### src/rtl/xy2_100_tx.sv
// xy2_100_tx: free-running XY2-100 galvo transmitter, one frame every 20 bit periods.
// Captures x/y on a rising edge of send and repeats the last pair when nothing new is pending.
module xy2_100_tx #(
   parameter int CLK_DIV = 25
) (
   input  logic        clk,
   input  logic        reset,
   input  logic        tx_en,
   input  logic [15:0] x_coord,
   input  logic [15:0] y_coord,
   input  logic        send,
   output logic        xy2_clk,
   output logic        xy2_sync,
   output logic        xy2_x,
   output logic        xy2_y,
   output logic        busy,
   output logic        frame_start,
   output logic        new_loaded,
   output logic        overrun
);
   localparam int DW = $clog2(CLK_DIV);
   localparam logic [DW-1:0] DMAX = DW'(CLK_DIV - 1);

   typedef enum logic {IDLE, SHIFT} state_t;
   state_t state, state_nx;

   logic          send_d, pending, ph, rise, half_end, last, load;
   logic [15:0]   hold_x, hold_y, dat_x, dat_y;
   logic [DW-1:0] div_cnt;
   logic [4:0]    bit_idx, nb;
   logic [19:0]   fr_x, fr_y;

   always_comb begin
      rise     = send & ~send_d;
      half_end = div_cnt == DMAX;
      last     = state == SHIFT && half_end && ph && bit_idx == 5'd19;
      load     = tx_en && (state == IDLE || last);
      state_nx = load ? SHIFT : last ? IDLE : state;
      nb       = bit_idx + 5'd1;
      fr_x     = {3'b001, dat_x, ~^dat_x};
      fr_y     = {3'b001, dat_y, ~^dat_y};
   end

   always_ff @(posedge clk or posedge reset)
      if (reset) state <= IDLE;
      else       state <= state_nx;

   always_ff @(posedge clk or posedge reset) begin
      if (reset) begin
         send_d      <= 1'b0;
         pending     <= 1'b0;
         hold_x      <= '0;
         hold_y      <= '0;
         dat_x       <= '0;
         dat_y       <= '0;
         div_cnt     <= '0;
         ph          <= 1'b0;
         bit_idx     <= '0;
         xy2_clk     <= 1'b0;
         xy2_sync    <= 1'b0;
         xy2_x       <= 1'b0;
         xy2_y       <= 1'b0;
         busy        <= 1'b0;
         frame_start <= 1'b0;
         new_loaded  <= 1'b0;
         overrun     <= 1'b0;
      end else begin
         send_d      <= send;
         frame_start <= 1'b0;
         new_loaded  <= 1'b0;
         overrun     <= 1'b0;
         if (rise && !load) begin
            hold_x  <= x_coord;
            hold_y  <= y_coord;
            pending <= 1'b1;
            overrun <= pending;
         end
         if (load) begin
            // A capture on the load edge bypasses the holding register so no frame goes out stale
            dat_x       <= rise ? x_coord : pending ? hold_x : dat_x;
            dat_y       <= rise ? y_coord : pending ? hold_y : dat_y;
            pending     <= 1'b0;
            new_loaded  <= rise | pending;
            overrun     <= rise & pending;
            frame_start <= 1'b1;
            div_cnt     <= '0;
            ph          <= 1'b0;
            bit_idx     <= '0;
            xy2_clk     <= 1'b1;
            xy2_sync    <= 1'b1;
            xy2_x       <= 1'b0;
            xy2_y       <= 1'b0;
            busy        <= 1'b1;
         end else if (last) begin
            xy2_clk  <= 1'b0;
            xy2_sync <= 1'b0;
            xy2_x    <= 1'b0;
            xy2_y    <= 1'b0;
            busy     <= 1'b0;
         end else if (state == SHIFT) begin
            div_cnt <= half_end ? '0 : div_cnt + 1'b1;
            if (half_end) begin
               ph      <= ~ph;
               xy2_clk <= ph;
               if (ph) begin
                  bit_idx  <= nb;
                  xy2_sync <= nb != 5'd19;
                  xy2_x    <= fr_x[5'd19 - nb];
                  xy2_y    <= fr_y[5'd19 - nb];
               end
            end
         end
      end
   end
endmodule

### config.mk
export PLATFORM = sky130hd
export DESIGN_NAME = xy2_100_tx
export DESIGN_NICKNAME = d
export VERILOG_FILES = /design/src/rtl/xy2_100_tx.sv
export SDC_FILE = /design/constraint.sdc
export NUM_CORES = 1
export LEC_CHECK = 0
export CELL_PAD_IN_SITES_DETAIL_PLACEMENT = 1
export CELL_PAD_IN_SITES_GLOBAL_PLACEMENT = 1
export CORE_MARGIN = 8
export CORE_UTILIZATION = 35
export DETAILED_ROUTE_END_ITERATION = 6
export GPL_ROUTABILITY_DRIVEN = 0
export GPL_TIMING_DRIVEN = 0
export PLACE_DENSITY_LB_ADDON = 0.05
export SLEW_MARGIN = 30
export SYNTH_ARGS = -nofsm -noshare
export SYNTH_HDL_FRONTEND = slang
export SYNTH_SLANG_ARGS = --single-unit
### constraint.sdc
create_clock -name clk -period 3.99 [get_ports clk]
set_clock_uncertainty 0.15 [all_clocks]
set_input_delay 0.798 -clock clk [delete_from_list [all_inputs] [get_ports clk]]
set_output_delay 0.798 -clock clk [all_outputs]
set_load 0.01 [all_outputs]
==> impl_metrics.env <==
export IMPL_drive_gt1_share_pct=28.6
export IMPL_finalSetupViolCount=0
export IMPL_stdcell_area_um2=5550
export IMPL_die_w_um=130
export IMPL_synth_edff_count=0
export IMPL_critPathRequiredTime_ns=4.07
export IMPL_ys_seq_area_share_pct=46.7
export IMPL_vias=2766
export IMPL_timing_max_cap_violations=0
export IMPL_clock_path_buffers=2
export IMPL_fin_crit_ns=2.81
export IMPL_syn_to_final_growth_pct=21.8
export IMPL_grt_max_degree=45
export IMPL_cts_root_buffer="clkbuf_16"
export IMPL_antenna_left=0
export IMPL_arrival_ns=2.89
export IMPL_yosys_cell_count_top_type="dfrtp_1"
export IMPL_path_max_fanout=10
export IMPL_wl_per_cell_um=17.0
export IMPL_slowest_stage="clkbuf_1"
export IMPL_worst_pin_slew_ns=0.650
export IMPL_synth_common_cells="dfrtp_1, mux2_2, mux2_4"
export IMPL_drtPass1Iterations=4
export IMPL_rows=41
export IMPL_yosys_area_top_type="dfrtp_1"
export IMPL_rsz0062_at_grt="false"
export IMPL_hpwl_um=7030
export IMPL_antenna_found_initial=0
export IMPL_avgSynthCellArea_um2=13.7
export IMPL_max_stage_delay_ns=0.54
export IMPL_diodes=0
export IMPL_path_cells="clkdlybuf4s50_1 -> nor2b_1 -> buf_2 -> clkbuf_1 -> mux2_2 -> mux2_1"
export IMPL_synthTopCellsByArea="dfrtp_1, mux2_2, mux2_4, mux2_1, xnor2_1"
export IMPL_clkSinkCount=85
export IMPL_netlist_area_um2=4550
export IMPL_routed_via_density=4.90
export IMPL_clk_latency_ns=0.34
export IMPL_post_cts_buffers=0
export IMPL_timing_fmax_ghz=0.356
export IMPL_syn_num_nets=372
export IMPL_max_vdd_ir_drop_mv=0.260
export IMPL_synth_seq_cells=85
export IMPL_post_cts_hold_buffer_count=0
export IMPL_synth_top_flop_cell="dfrtp_1"
export IMPL_power_density_nw_per_um2=511
export IMPL_instances_no_fill=564
export IMPL_port_buffers=43
export IMPL_place_ws_ns=0.749
export IMPL_hold_violations=0
export IMPL_use_met1_pct=16.6
export IMPL_die_area_um2=16900
export IMPL_synth_distinct_cells=48
export IMPL_globalRouteMet3Util_pct=4.77
export IMPL_cts_resized_gates=0
export IMPL_grt_usage_pct=12.7
export IMPL_drt_iter0_markers=90
export IMPL_leakagePower_nw=2.42
export IMPL_slew_viol_final=0
export IMPL_placed_area_um2=5230
export IMPL_nNetsFinal=427
export IMPL_die_y_um=130
export IMPL_start_util_pct=35.9
export IMPL_h_tree_depth=3
export IMPL_max_slew_margin_pct=56.6
export IMPL_worstSetupStartpointType="input port"
export IMPL_wl_um=9600
export IMPL_tritoncts="yes"
export IMPL_finalWorstSetupSlack_ns=1.18
export IMPL_synth_top_area_share_pct=46.7
export IMPL_async_flop_share_pct=100
export IMPL_path_clk_slew_ns=0.06
export IMPL_coreArea_um2=12700
export IMPL_remaining_drc_errors=0
export IMPL_grt_overflow=0
export IMPL_grt_pass1_wl_um=16300
export IMPL_finalCritPeriodShare_pct=70.5
export IMPL_min_path_type="reg2reg"
export IMPL_synth_cells=332
export IMPL_pin_count=44
export IMPL_grt_pass1_vias=3037
export IMPL_critPathKind="in2reg"
export IMPL_yosysWarningCount=0
export IMPL_fin_util_pct=43.8
export IMPL_grtUsageMet2_pct=18.9
export IMPL_status="completed"
export IMPL_dp_cells=548
export IMPL_grt_busiest_layer="met2"
export IMPL_cts_buffers=9
export IMPL_worstSetupEndpointType="flip-flop"
[path summary, 6_finish.rpt]
check / startpoint / end / slack [ns] / cells after the start
max: send / dat_x[10] / 1.18 / 6
min: hold_x[13] / hold_x[13] / 0.35 / 1
max reg2reg: bit_idx[0] / xy2_x / 1.39 / 7
min reg2reg: hold_x[13] / hold_x[13] / 0.35 / 1
max in group asynchronous: reset / dat_x[14] / 2.44 / 3
min in group asynchronous: reset / dat_x[15] / 0.69 / 2
[flip-flops by register name, summed over array words and instances, names as in the netlist]
register / flops
hold_x: 16
ph: 1
xy2_clk: 1
hold_y: 16
frame_start: 1
bit_idx: 5
div_cnt: 5
dat_x: 16
new_loaded: 1
xy2_y: 1
xy2_x: 1
xy2_sync: 1
send_d: 1
overrun: 1
pending: 1
dat_y: 16
busy: 1
[critical path, delay by kind of cell]
family | cells | cell delay [ns]
buffers and inverters | 3 | 1.28
multiplexers | 2 | 0.70
AND/OR/NAND/NOR | 1 | 0.12
[cells by family after synthesis]
group,count (synthesis),synth area share (%)
AOI/OAI and AO/OA,29,4.62
xor gates and xnor gates,36,7.09
adders and majority gates,4,1.10
buffers and inverters,22,4.09
DFF,85,46.7
muxes,106,30.3
and+or+nand+nor,50,6.13
[cell usage in the layout (no fill, tap or decap), types with 2 or more instances in the layout]
master	Yosys	final
mux2_1	27	27
nor3_1	2	2
o21a_1	2	2
buf_6	5	5
mux2i_1	3	3
clkinv_4	0	2
bufinv_16	0	2
mux4_2	4	4
mux2_2	40	40
nand2_1	14	14
clkinv_2	0	2
o21ai_1	2	2
buf_12	3	3
clkdlybuf4s50_1	0	43
clkbuf_1	2	3
nand3_1	8	8
a221o_1	2	2
nand4_1	2	2
clkbuf_16	0	9
o2111ai_1	2	2
nor2_1	11	11
mux2_4	30	30
a31oi_1	4	4
inv_1	6	5
ha_1	4	4
a21oi_1	2	2
xnor2_1	29	29
o31ai_1	3	3
o41ai_1	2	2
xor2_1	6	6
dfrtp_1	85	85
o21ai_0	8	8
nor2b_1	3	3
mux4_1	2	2
[power breakdown]
part	total (W)	switching [W]	internal (W)
registers	0.00111	0.000115	0.000999
logic	0.000820	0.000376	0.000444
clock network	0.000899	0.000351	0.000548
total	0.00283	0.000842	0.00199
[routing by layer]
metal | part of all wire (%) | routed length, µm
met2 | 46 | 4430
met4 | 1.5 | 142
met1 | 48 | 4640
met3 | 3.9 | 377
met5 | 0 | 0
[per-stage QoR]
step / power, W / setup TNS [ns] / hold WS, ns
2_1_floorplan: 0.00171 / 0 / 0.316
3_3_place_gp: 0.00194 / -63.93 / 0.335
3_5_place_dp: 0.00197 / 0 / 0.341
4_1_cts: 0.00289 / 0 / 0.360
5_1_grt: 0.00302 / 0 / 0.370
6_report: 0.00283 / 0 / 0.351
[area by class of cell]
cell class	count	area, µm²
Clock buffer	10	229
Timing Repair Buffer	44	458
Buffer	14	154
Multi-Input combinational cell	225	2240
Sequential cell	85	2130
Clock inverter	6	87.6
Inverter	8	37.5
Tap cell	172	215
Fill cell	1336	7120
No activity file was read; power rests on OpenSTA's default activity.
